==> src/rtl/reg_file_sb.sv <==
// Register file with three combinational read ports, a short and a long-latency
// write port, and a per-register busy scoreboard for long-latency destinations.
module reg_file_sb #(
  parameter int DATA_WIDTH = 32,
  parameter int ADDR_WIDTH = 5,
  parameter int HARD_ZERO  = 1,
  parameter int BYPASS     = 1
) (
  input  logic                  clk,
  input  logic                  rst_n,
  input  logic [ADDR_WIDTH-1:0] regfile_raddr_rs1_i,
  input  logic [ADDR_WIDTH-1:0] regfile_raddr_rs2_i,
  input  logic [ADDR_WIDTH-1:0] regfile_raddr_rs3_i,
  output logic [DATA_WIDTH-1:0] regfile_rs1_o,
  output logic [DATA_WIDTH-1:0] regfile_rs2_o,
  output logic [DATA_WIDTH-1:0] regfile_rs3_o,
  output logic                  regfile_rs1_busy_o,
  output logic                  regfile_rs2_busy_o,
  output logic                  regfile_rs3_busy_o,
  input  logic                  regfile_we_i,
  input  logic [ADDR_WIDTH-1:0] regfile_waddr_i,
  input  logic [DATA_WIDTH-1:0] regfile_data_i,
  input  logic                  regfile_lwe_i,
  input  logic [ADDR_WIDTH-1:0] regfile_lwaddr_i,
  input  logic [DATA_WIDTH-1:0] regfile_ldata_i,
  input  logic                  regfile_rsv_i,
  input  logic [ADDR_WIDTH-1:0] regfile_rsv_addr_i,
  output logic                  regfile_busy_any_o
);

  localparam int DEPTH = 2 ** ADDR_WIDTH;

  logic [DATA_WIDTH-1:0] regs [DEPTH];
  logic [DEPTH-1:0]      busy;
  logic [DEPTH-1:0]      busy_next;

  logic                  we_ok;
  logic                  lwe_ok;
  logic                  rsv_ok;

  logic [ADDR_WIDTH-1:0] raddr [3];
  logic [DATA_WIDTH-1:0] rdata [3];
  logic                  rbusy [3];

  function automatic logic is_zero(input logic [ADDR_WIDTH-1:0] addr);
    return (HARD_ZERO != 0) && (addr == '0);
  endfunction

  assign we_ok  = regfile_we_i  && !is_zero(regfile_waddr_i);
  assign lwe_ok = regfile_lwe_i && !is_zero(regfile_lwaddr_i);
  assign rsv_ok = regfile_rsv_i && !is_zero(regfile_rsv_addr_i);

  // Reservation is applied after the clear so a same-cycle set/clear leaves the bit set.
  always_comb begin
    busy_next = busy;
    if (lwe_ok) busy_next[regfile_lwaddr_i] = 1'b0;
    if (rsv_ok) busy_next[regfile_rsv_addr_i] = 1'b1;
  end

  // State update; the short port is written last so it wins an address collision.
  always_ff @(posedge clk or negedge rst_n) begin
    if (!rst_n) begin
      for (int i = 0; i < DEPTH; i++) regs[i] <= '0;
      busy <= '0;
    end else begin
      if (lwe_ok) regs[regfile_lwaddr_i] <= regfile_ldata_i;
      if (we_ok)  regs[regfile_waddr_i]  <= regfile_data_i;
      busy <= busy_next;
    end
  end

  assign raddr[0] = regfile_raddr_rs1_i;
  assign raddr[1] = regfile_raddr_rs2_i;
  assign raddr[2] = regfile_raddr_rs3_i;

  always_comb begin
    for (int k = 0; k < 3; k++) begin
      rdata[k] = regs[raddr[k]];
      rbusy[k] = busy[raddr[k]];
      if (BYPASS != 0) begin
        if (we_ok && regfile_waddr_i == raddr[k]) begin
          rdata[k] = regfile_data_i;
        end else if (lwe_ok && regfile_lwaddr_i == raddr[k]) begin
          rdata[k] = regfile_ldata_i;
        end
        // A completing long write frees the register unless it is re-reserved now.
        if (lwe_ok && regfile_lwaddr_i == raddr[k]) begin
          rbusy[k] = rsv_ok && (regfile_rsv_addr_i == raddr[k]);
        end
      end
      if (is_zero(raddr[k])) begin
        rdata[k] = '0;
        rbusy[k] = 1'b0;
      end
    end
  end

  assign regfile_rs1_o      = rdata[0];
  assign regfile_rs2_o      = rdata[1];
  assign regfile_rs3_o      = rdata[2];
  assign regfile_rs1_busy_o = rbusy[0];
  assign regfile_rs2_busy_o = rbusy[1];
  assign regfile_rs3_busy_o = rbusy[2];
  assign regfile_busy_any_o = |busy;

endmodule

==> config.mk <==
export PLATFORM = sky130hd
export DESIGN_NAME = reg_file_sb
export DESIGN_NICKNAME = d
export VERILOG_FILES = /design/src/rtl/reg_file_sb.sv
export SDC_FILE = /design/constraint.sdc
export NUM_CORES = 2
export LEC_CHECK = 0
export CORE_MARGIN = 2
export CORE_UTILIZATION = 25
export CTS_CLUSTER_SIZE = 12
export DETAILED_ROUTE_END_ITERATION = 10
export PLACE_DENSITY = 0.46
export SLEW_MARGIN = 40
export SYNTH_ARGS = -nofsm -noshare
export SYNTH_HDL_FRONTEND = slang
export SYNTH_SLANG_ARGS = --single-unit
==> constraint.sdc <==
create_clock -name clk -period 4.65 [get_ports clk]
set_input_delay 0.465 -clock clk [delete_from_list [all_inputs] [get_ports clk]]
set_output_delay 0.465 -clock clk [all_outputs]
set_load 0.03 [all_outputs]
==> flow_metrics.tcl <==
set metrics [dict create \
    status "finished clean" \
    ff2ff_path_depth 2 \
    setup_repair_after_global_routing_missed_its_margin "no" \
    drc 0 \
    final_common_cell "sky130_fd_sc_hd__dfrtp_1" \
    largest_family_of_logic_cells_by_synthesized_area "multiplexers" \
    worstSetupPathType "in -> out" \
    leading_post_synthesis_cells_by_cell_area "sky130_fd_sc_hd__dfrtp_1, sky130_fd_sc_hd__mux4_2, sky130_fd_sc_hd__mux2i_1, sky130_fd_sc_hd__a21oi_1, sky130_fd_sc_hd__o21ai_0" \
    dpl.hpwl_um 257200 \
    synth.area.mux_share_pct 38.55 \
    ioPinCount 199 \
    timing.rr.end "busy[28]" \
    compound_gate_portion_of_the_synthesized_area_pct 11.90 \
    fin_crit_sh_pct 97.55 \
    syn-num-nets 7369 \
    net_count_reported_at_finish 7206 \
    effective_utilization_at_floorplan_pct 25.10 \
    finalPower_mw 37.10 \
    worstPathMaxFanout 9 \
    synthesis.area_um2 76630 \
    post-cts-setup-buffer-count 0 \
    detail_route.first_pass.iterations 7 \
    cts_root_buffer "sky130_fd_sc_hd__clkbuf_16" \
    p_leak_nw 36.23 \
    start_kind "input port" \
    final_core_util_pct 29.44 \
    critical-path-top-cell-by-count "sky130_fd_sc_hd__buf_4" \
    grt_overflow_total 0 \
    area_growth_pct 17.29 \
    slowest_delay_ns 0.85 \
    final.hold.worst_slack_ns 0.1634 \
    hold_end "regs[974]" \
    groute.usage.overall_pct 25.22 \
    hold_path.startpoint "regfile_ldata_i[14]" \
    seq_area_frac_synth_pct 34.49 \
    fillCellCount 31340 \
    placement.io_buffers 198 \
    timing.critical_path.required_ns 4.18 \
    finalHoldViolCount 0 \
    synth_xor_xnor_area_share_pct 0.5143 \
    worstPathBufferInverterCount 4 \
    critical_path.top_delay_family "buffers and inverters" \
    synth.distinct_cells 69 \
    yosys.area_share.simple_pct 8.889 \
    clock_sinks 1056 \
    synth_enable_flop_cells 0 \
    final.min_clock_period_ns 4.536 \
    cts_max_path_buffers 3 \
    netlist.area_leader.share_pct 34.49 \
    critical-path-slowest-cell "sky130_fd_sc_hd__clkdlybuf4s50_1" \
    worst-slew-pin-transition_ns 0.9834 \
    place_worst_setup_slack_ns 0.1565 \
    setup_total_negative_slack_ns 0 \
    worst_hold_path_type "in -> reg" \
    detail_route.wl_per_cell_um 35.50 \
    worst-r2r-setup-slack_ns 3.71 \
    number_of_global_route_vias_before_repair 64350 \
    grt_antenna_before_repair 28 \
    slew_headroom_pct 33.84 \
    layout.cells.non_filler 11320 \
    dominantRegCellSynth "sky130_fd_sc_hd__dfrtp_1" \
    powerDensity_nw_per_um2 412.8 \
    cts_hold_buffers_added 1 \
    place_area_um2 85570 \
    cts_buffers 120 \
    gp_routability_congestion 0.9344 \
    min_delay_path_depth 3 \
    die_height_um 557.6 \
    drtAntennaViolNets 0 \
    timing.critical_path.cells "clkdlybuf4s50_1 -> xor2_1 -> nor2_2 -> and3_2 -> buf_4 -> o311ai_0 -> a21oi_1 -> buf_4 -> buf_12" \
    worst_ir_drop_vdd_v 0.0002735 \
    worst_setup_skew_after_layout_ns 0 \
    die_w_um 557.6 \
    row_count 203 \
    wire_length_of_the_first_global_routing_pass_um 550700 \
    setup_slack_ns 0.1139 \
    async_reset_ff_share_pct 100.0 \
    grt_max_degree 127 \
    synthesis.area_per_instance_um2 10.54 \
    number_of_register_bits_inferred_by_synthesis 1056 \
    die_outline_area_um2 311000 \
    yosys_warnings 0 \
    syn-instance-count 7270 \
    critical_path.endpoint_type "output pin" \
    tritoncts "built" \
    placed_cells 11080 \
    routed_wire_length_um 401800 \
    fmax_ghz 0.2205 \
    cts.reportedPaths.clkPinSlew_ns 0.06 \
    slew_viol_final 0 \
    max-cap-violations 0 \
    setup-violations-final 0 \
    layout_common_cells "sky130_fd_sc_hd__dfrtp_1, sky130_fd_sc_hd__mux2i_1, sky130_fd_sc_hd__mux4_2" \
    drt-initial-drc-count 10620 \
    htree_levels 3 \
    cts-resized-gates 0 \
    placeableCoreArea_um2 305300 \
    synth_adder_area_share_pct 0 \
    yosys.area.top_type "sky130_fd_sc_hd__dfrtp_1" \
    critPathArrivalTime_ns 4.07 \
    viasPerCell 5.957 \
    via_count 67440 \
    clk-insertion-delay-late_ns 0.78 \
    drive_gt1_share_pct 24.91 \
    postLayoutCellArea_um2 89880 \
    regToRegStartpoint "busy[28]" \
]
-- cell type report --
class / instances / area, µm² / area share, %
Antenna cell: 11 / 27.53 / 0.03063
Clock buffer: 182 / 3659 / 4.070
Clock inverter: 43 / 483.0 / 0.5373
Inverter: 16 / 62.56 / 0.06960
Multi-Input combinational cell: 5250 / 46600 / 51.84
Sequential cell: 1056 / 26430 / 29.40
Tap cell: 4100 / 5130 / 5.707
Timing Repair Buffer: 663 / 7498 / 8.343
-- Yosys cell counts, types with 5 or more instances --
| library cell | count |
|---|---|
| sky130_fd_sc_hd__dfrtp_1 | 1056 |
| sky130_fd_sc_hd__mux2i_1 | 1051 |
| sky130_fd_sc_hd__mux4_2 | 802 |
| sky130_fd_sc_hd__a21oi_1 | 741 |
| sky130_fd_sc_hd__nor2_1 | 683 |
| sky130_fd_sc_hd__nand2_1 | 587 |
| sky130_fd_sc_hd__o21ai_0 | 573 |
| sky130_fd_sc_hd__clkbuf_1 | 560 |
| sky130_fd_sc_hd__buf_2 | 213 |
| sky130_fd_sc_hd__o22ai_1 | 92 |
| sky130_fd_sc_hd__buf_1 | 84 |
| sky130_fd_sc_hd__mux2_2 | 77 |
| sky130_fd_sc_hd__nand3_1 | 71 |
| sky130_fd_sc_hd__a31oi_1 | 66 |
| sky130_fd_sc_hd__buf_4 | 62 |
| sky130_fd_sc_hd__nor3_1 | 60 |
| sky130_fd_sc_hd__a32oi_1 | 41 |
| sky130_fd_sc_hd__nor2b_1 | 41 |
| sky130_fd_sc_hd__nor4_1 | 34 |
| sky130_fd_sc_hd__nand4_1 | 30 |
| sky130_fd_sc_hd__buf_6 | 29 |
| sky130_fd_sc_hd__a22oi_1 | 26 |
| sky130_fd_sc_hd__xnor2_1 | 26 |
| sky130_fd_sc_hd__and3_1 | 22 |
| sky130_fd_sc_hd__o21ai_1 | 19 |
| sky130_fd_sc_hd__xor2_1 | 19 |
| sky130_fd_sc_hd__nand2b_1 | 16 |
| sky130_fd_sc_hd__a22o_1 | 15 |
| sky130_fd_sc_hd__a211oi_1 | 14 |
| sky130_fd_sc_hd__inv_1 | 14 |
| sky130_fd_sc_hd__o211ai_1 | 12 |
| sky130_fd_sc_hd__or3_1 | 12 |
| sky130_fd_sc_hd__o221ai_1 | 9 |
| sky130_fd_sc_hd__or2_2 | 9 |
| sky130_fd_sc_hd__a2111oi_0 | 8 |
| sky130_fd_sc_hd__mux2_1 | 8 |
| sky130_fd_sc_hd__o31a_1 | 8 |
| sky130_fd_sc_hd__a2111oi_2 | 7 |
| sky130_fd_sc_hd__and2_1 | 6 |
| sky130_fd_sc_hd__or4_1 | 6 |
| sky130_fd_sc_hd__a21boi_0 | 5 |
| sky130_fd_sc_hd__a311oi_1 | 5 |
| sky130_fd_sc_hd__nand4b_1 | 5 |
-- power breakdown --
part / internal (mW) / switching [mW] / total (mW) / leakage, nW
clock: 5.85 / 4.50 / 10.4 / 2.05
sequential: 11.6 / 2.66 / 14.2 / 12.9
combinational: 6.58 / 5.94 / 12.5 / 21.3
total: 24.0 / 13.1 / 37.1 / 36.2
-- how the worst max path moves through the flow --
stage,depth (start not counted),from,end
2_1_floorplan,7,regfile_lwaddr_i[1],regfile_rs2_o[27]
3_3_place_gp,10,regfile_waddr_i[4],regfile_rs1_o[1]
3_5_place_dp,9,regfile_waddr_i[3],regfile_rs1_o[31]
4_1_cts,9,regfile_waddr_i[3],regfile_rs1_o[31]
5_1_grt,11,regfile_waddr_i[3],regfile_rs3_o[31]
6_report,9,regfile_raddr_rs3_i[4],regfile_rs3_o[5]
-- flip-flops by register name (all words and copies together), names as in the netlist --
register  cells
busy         32
regs       1024
-- cell families after synthesis --
logic type,Yosys count
multiplexers,1938
AO/OA/AOI/OAI,1659
flip-flops,1056
buffers and inverters,964
AND/OR/NAND/NOR,1608
XOR/XNOR,45
-- layer usage --
layer	track usage [%]	vias up	wire [µm]
li1	-	26850	-
met1	32.71	34570	154600
met2	36.97	4927	171800
met3	7.888	1081	48560
met4	14.27	16	26630
met5	0	-	275
-- tightest hold or removal path: cells and delay by family --
kind / cells / cell delay, ns
simple gates: 1 / 0.11
compound gates: 1 / 0.07
buf+inv: 1 / 0.25
(Power assumes the default switching activity.)
